--- config.mk ---
export PLATFORM = sky130hd
export DESIGN_NAME = raxi_tx_fifo
export DESIGN_NICKNAME = d
export VERILOG_FILES = /design/src/rtl/raxi_tx_fifo.sv
export SDC_FILE = /design/constraint.sdc
export NUM_CORES = 1
export LEC_CHECK = 0
export ABC_CLOCK_PERIOD_IN_PS = 17900
export CELL_PAD_IN_SITES_DETAIL_PLACEMENT = 2
export CELL_PAD_IN_SITES_GLOBAL_PLACEMENT = 2
export CORE_ASPECT_RATIO = 1.5
export CORE_MARGIN = 3
export CORE_UTILIZATION = 55
export CTS_BUF_LIST = sky130_fd_sc_hd__clkbuf_4
export CTS_CLUSTER_DIAMETER = 60
export DETAILED_ROUTE_END_ITERATION = 16
export DONT_BUFFER_PORTS = 1
export PLACE_DENSITY = 0.95
export SYNTH_ARGS = -nofsm -noshare
export SYNTH_HDL_FRONTEND = slang
export SYNTH_SLANG_ARGS = --single-unit
--- constraint.sdc ---
create_clock -name clk -period 17.9 [get_ports clk]
set_input_delay 5.37 -clock clk [delete_from_list [all_inputs] [get_ports clk]]
set_output_delay 5.37 -clock clk [all_outputs]
set_load 0.02 [all_outputs]
--- src/rtl/raxi_tx_fifo.sv ---
// -----------------------------------------------------------------------------
// raxi_tx_fifo
//   FIFO-buffered rAXI transmitter (stream source end). Beats pushed on the
//   wr_* port are stored in a DEPTH-entry circular buffer and presented on the
//   rAXI side through a registered output stage (first-word fall-through).
//   'first' framing is regenerated from the stored 'last' bits.
//
// Ports
//   clk, reset        single rising-edge clock, synchronous active-high reset
//   wr_en/wr_*        push port: one beat per cycle when wr_en && !wr_full
//   wr_full           FIFO holds DEPTH beats (registered level only)
//   wr_ovf            sticky: push attempted while full (cleared by reset)
//   level             occupied entries, including the beat in the output stage
//   valid/ready       rAXI handshake; transfer on valid && ready
//   first/last/keep   rAXI framing and keep
//   data/user/id      rAXI payload
//
// Handshake: valid is purely registered and never depends on ready in the
// same cycle. Once valid is high, valid and every payload output hold until
// the cycle in which ready is also high; ready while valid is low is ignored.
// -----------------------------------------------------------------------------
package pkg_raxi;
    localparam int RAXI_DEFAULT_DW = 32;
    localparam int RAXI_DEFAULT_UW = 4;
    localparam int RAXI_DEFAULT_IW = 4;
endpackage

module raxi_tx_fifo #(
    parameter  int DW    = pkg_raxi::RAXI_DEFAULT_DW,
    parameter  int UW    = pkg_raxi::RAXI_DEFAULT_UW,
    parameter  int IW    = pkg_raxi::RAXI_DEFAULT_IW,
    parameter  int DEPTH = 16,
    localparam int CW    = $clog2(DEPTH) + 1
) (
    input  logic          clk,
    input  logic          reset,
    input  logic          wr_en,
    input  logic [DW-1:0] wr_data,
    input  logic [UW-1:0] wr_user,
    input  logic [IW-1:0] wr_id,
    input  logic          wr_keep,
    input  logic          wr_last,
    output logic          wr_full,
    output logic          wr_ovf,
    output logic [CW-1:0] level,
    output logic          valid,
    input  logic          ready,
    output logic          first,
    output logic          last,
    output logic          keep,
    output logic [DW-1:0] data,
    output logic [UW-1:0] user,
    output logic [IW-1:0] id
);
    localparam int AW = $clog2(DEPTH);
    // Stored word layout: {last, keep, id, user, data}
    localparam int WW = DW + UW + IW + 2;

    logic [WW-1:0] mem_q [DEPTH];
    logic [CW-1:0] wr_ptr_q, wr_ptr_d;
    logic [CW-1:0] rd_ptr_q, rd_ptr_d;
    logic [CW-1:0] level_q, level_d;
    logic          valid_q, valid_d;
    logic [WW-1:0] out_q, out_d;
    logic          sop_q, sop_d;
    logic          ovf_q, ovf_d;

    logic          full;
    logic          push_ok;
    logic          xfer;
    logic          stage_free;
    logic          mem_empty;
    logic          load_mem;
    logic          bypass;
    logic          write_mem;
    logic [WW-1:0] wr_word;

    assign wr_word = {wr_last, wr_keep, wr_id, wr_user, wr_data};

    always_comb begin
        full       = (level_q == CW'(DEPTH));
        push_ok    = wr_en && !full;
        xfer       = valid_q && ready;
        // The output stage can take a new beat when empty or emptying now.
        stage_free = !valid_q || xfer;
        // Buffer-only occupancy; the output stage beat is not in the buffer.
        mem_empty  = (wr_ptr_q == rd_ptr_q);
        load_mem   = stage_free && !mem_empty;
        // Nothing queued ahead: a push goes straight to the output stage so
        // a push into an empty FIFO is visible on the next cycle.
        bypass     = stage_free && mem_empty && push_ok;
        write_mem  = push_ok && !bypass;

        wr_ptr_d = wr_ptr_q;
        rd_ptr_d = rd_ptr_q;
        valid_d  = valid_q;
        out_d    = out_q;
        sop_d    = sop_q;
        ovf_d    = ovf_q;
        level_d  = level_q + CW'(push_ok) - CW'(xfer);

        if (write_mem) begin
            wr_ptr_d = wr_ptr_q + CW'(1);
        end
        if (stage_free) begin
            valid_d = load_mem || bypass;
        end
        if (load_mem) begin
            out_d    = mem_q[rd_ptr_q[AW-1:0]];
            rd_ptr_d = rd_ptr_q + CW'(1);
        end else if (bypass) begin
            out_d = wr_word;
        end
        if (xfer) begin
            sop_d = out_q[WW-1];
        end
        if (wr_en && full) begin
            ovf_d = 1'b1;
        end
    end

    always_ff @(posedge clk) begin
        if (reset) begin
            wr_ptr_q <= '0;
            rd_ptr_q <= '0;
            level_q  <= '0;
            valid_q  <= 1'b0;
            out_q    <= '0;
            sop_q    <= 1'b1;
            ovf_q    <= 1'b0;
        end else begin
            wr_ptr_q <= wr_ptr_d;
            rd_ptr_q <= rd_ptr_d;
            level_q  <= level_d;
            valid_q  <= valid_d;
            out_q    <= out_d;
            sop_q    <= sop_d;
            ovf_q    <= ovf_d;
        end
    end

    // Buffer contents need no reset: the pointers define what is valid.
    always_ff @(posedge clk) begin
        if (write_mem) begin
            mem_q[wr_ptr_q[AW-1:0]] <= wr_word;
        end
    end

    assign wr_full = full;
    assign wr_ovf  = ovf_q;
    assign level   = level_q;
    assign valid   = valid_q;
    assign first   = valid_q && sop_q;
    assign {last, keep, id, user, data} = out_q;

endmodule

==> impl_metrics.tcl <==
set metrics [dict create \
    outcome "complete, no violations" \
    die_x_um 190 \
    cp-startpoint "level[2]$_SDFF_PP0_" \
    max_cap_violations 0 \
    clk_latency_ns 0.95 \
    fin_crit_sh_pct 43.0 \
    tightest_slew_ns 1.42 \
    dr.pass1.iters 5 \
    hold_violations 0 \
    swShare_pct 32.1 \
    cp.arrival_ns 2.32 \
    nFillCells 3865 \
    reg2reg_slack_ns 13.54 \
    syn_nets 1337 \
    min_path_type "reg2reg" \
    rsz0062_at_grt "false" \
    synth_compound_area_share_pct 5.00 \
    worstReg2RegEnd "out_q[24]$_SDFFE_PP0P_" \
    grt_usage_pct 38.3 \
    synth_area_um2 28100 \
    vias_per_cell 7.08 \
    critPathRequiredTime_ns 12.53 \
    clock_skew_ns 0.0851 \
    slew_headroom_pct 5.37 \
    grt_max_degree 81 \
    core_um2 50000 \
    p_clk_share_pct 33.7 \
    ys_seq_elements 736 \
    ios 97 \
    p_leak_nw 9.80 \
    drc 0 \
    p_sw_mw 1.41 \
    setup_tns_ns 0 \
    cts_tree "done" \
    antenna_left 0 \
    die-area_um2 53800 \
    synthAdderAreaFrac_pct 0.562 \
    cts_hold_buffers 0 \
    port_buffers 0 \
    critical_path.startpoint_type "flop" \
    endpoint_kind "output pin" \
    gp_congestion 0.774 \
    routedWlPerCell_um 46.1 \
    power_frac_seq_pct 47.9 \
    synthMuxAreaShare_pct 14.1 \
    cts_resized 0 \
    finalSetupViolations 0 \
    fmax_ghz 0.130 \
    die_h_um 283 \
    synth_area_per_cell_um2 21.9 \
    cp_max_fo 3 \
    numCtsBuffers 171 \
    syn_inst 1279 \
    power_density_nw_per_um2 143 \
    p_int_mw 2.99 \
    core.rowCount 100 \
    comb_power_share_pct 18.5 \
    worstSetupPathType "reg2out" \
    place_area_um2 28600 \
    ir_drop_uv 91.6 \
    worst_slack_ns 10.21 \
    vias 15500 \
    grt_overflow 0 \
    clk_pin_slew_ns 0.08 \
    first_iter_violations 1831 \
    synth_xor_area_share_pct 0.473 \
    ys_types 54 \
    cts_sinks 736 \
    drive_gt1_share_pct 29.5 \
    r2r_cells 6 \
    worstSetupEndpoint "wr_full" \
    antenna_found_initial 4 \
    clock_path_buffers 3 \
    synthToLayoutAreaGrowth_pct 9.76 \
    yosysSeqAreaShare_pct 76.5 \
    yosysWarningCount 0 \
    root_buffer "clkbuf_4" \
    nets 1445 \
    grt_pass1_wl_um 141000 \
    fin_area_um2 30800 \
    post-cts-setup-buffer-count 0 \
    htree_num_levels 4 \
    synth_simple_gate_area_share_pct 1.48 \
    dp_hpwl_um 53800 \
    first_global_vias 16900 \
    synth_top_family_by_area "multiplexers" \
    final_max_slew_viol_count 0 \
    dpl_worst_slack_ns 9.99 \
    wirelength_um 101000 \
    layout_min_cycle_time_ns 7.69 \
    start_util_pct 56.1 \
]
==> power groups by stage <==
stage	Sequential [mW]	Clock (mW)	Combinational, mW
2_1_floorplan	2.08	0	0.569
3_3_place_gp	2.12	0	0.684
3_5_place_dp	2.14	0	0.767
4_1_cts	2.11	1.49	0.804
5_1_grt	2.12	1.57	0.842
6_report	2.11	1.48	0.814
==> cells in the mapped netlist (all sizes together) <==
cell	count	area share [%]
nand2	2	0.027
or3	1	0.022
xnor2	11	0.41
nand3b	1	0.027
a211oi	1	0.027
mux2	4	0.16
o211ai	2	0.053
nand2b	2	0.045
ha	11	0.49
a31oi	1	0.076
dfxtp	64	4.6
and2	4	0.089
o31ai	1	0.027
nor2	18	0.24
a22oi	83	2.3
xor2	2	0.062
mux4	164	14
and4	1	0.031
clkbuf	34	0.51
nand4	4	0.089
buf	44	1.3
fa	1	0.071
nor3b	1	0.027
o21ai	2	0.036
a211o	1	0.031
and3	15	0.33
nand4b	1	0.031
mux2i	9	0.32
nand3	5	0.089
a21o	1	0.027
a32o	1	0.036
inv	9	0.12
and3b	1	0.031
nor4b	1	0.085
nor3	1	0.018
a21oi	48	0.87
a221o	41	1.5
a41oi	1	0.031
o41ai	1	0.031
edfxtp	672	72
nor2b	11	0.25
and4bb	1	0.045
==> layout by cell type, fill, tap and decap left out, types with 2 or more instances in the layout <==
master	n
inv_2	5
nor2b_4	2
nand4_1	4
nor2b_1	9
dfxtp_1	62
buf_4	13
dfxtp_4	2
mux2i_1	9
diode_2	2
mux4_2	130
clkinv_2	4
mux2_1	3
xor2_1	2
mux4_1	34
nor2_1	17
inv_1	8
clkbuf_4	266
clkinv_1	40
and3_2	10
nand2b_1	2
nand3_1	5
a21oi_1	47
nand2_1	2
o211ai_1	2
and2_1	3
edfxtp_1	672
and3_4	5
a22oi_2	4
ha_1	11
xnor2_1	10
a22oi_1	79
a221o_1	41
==> worst min path at each step <==
stage	from	to	slack (ns)	depth (start not counted)
finish	sop_q$_SDFFE_PP1P_	sop_q$_SDFFE_PP1P_	0.64	2
global route	sop_q$_SDFFE_PP1P_	sop_q$_SDFFE_PP1P_	0.66	2
CTS	sop_q$_SDFFE_PP1P_	sop_q$_SDFFE_PP1P_	0.64	2
detailed placement	sop_q$_SDFFE_PP1P_	sop_q$_SDFFE_PP1P_	0.60	2
global placement	rd_ptr_q[4]$_SDFFE_PP0P_	rd_ptr_q[4]$_SDFFE_PP0P_	0.53	2
floorplan	rd_ptr_q[4]$_SDFFE_PP0P_	rd_ptr_q[4]$_SDFFE_PP0P_	0.50	2
==> flip-flops by register name (all words and copies together), names as in the netlist, named ones only <==
signal and flops:
level 5, mem_q 672, out_q 42, rd_ptr_q 5, sop_q 1, valid 1
wr_ovf 1, wr_ptr_q 5
==> logic make-up (layout without fill, tap and decap cells) <==
family                     after synthesis  count (layout)
buffers and inverters                   87             338
other                                    0               2
AOI/OAI and AO/OA                      184             184
adders and majority gates               12              12
xor gates and xnor gates                13              13
and+or+nand+nor                         70              70
muxes                                  177             177
DFF                                    736             736
==> per-stage QoR <==
step | power, mW | util (%) | cells | hold slack, ns
detailed placement | 2.91 | 57.1 | 1877 | 0.598
global route | 4.53 | 61.5 | 2194 | 0.663
floorplan | 2.65 | - | 1279 | 0.505
finish | 4.41 | 61.5 | 2195 | 0.645
CTS | 4.41 | 61.5 | 2193 | 0.644
global placement | 2.80 | 57.1 | 1877 | 0.529
==> worst max-delay path: stages, from the launching register on <==
cell      delay (ns)
dfxtp_1         0.56
inv_1           0.19
ha_1            0.31
and4bb_1        0.33
==> layer usage <==
metal | global-route usage, % | wire, µm | vias to the layer above
met5 | 0 | 13 | -
met1 | 43.1 | 33100 | 8281
li1 | - | - | 5789
met2 | 67.4 | 53100 | 1154
met3 | 7.13 | 7520 | 322
met4 | 24.4 | 7440 | 2
==> layout make-up <==
type / count / area (µm²) / share of cell area, %
Timing Repair Buffer: 13 / 97.6 / 0.317
Clock buffer: 266 / 2000 / 6.48
Multi-Input combinational cell: 456 / 6150 / 20.0
Tap cell: 663 / 830 / 2.69
Sequential cell: 736 / 21500 / 69.7
Antenna cell: 2 / 5.00 / 0.0162
Inverter: 9 / 33.8 / 0.110
Clock inverter: 50 / 223 / 0.723
No activity file was read; power rests on OpenSTA's default activity.
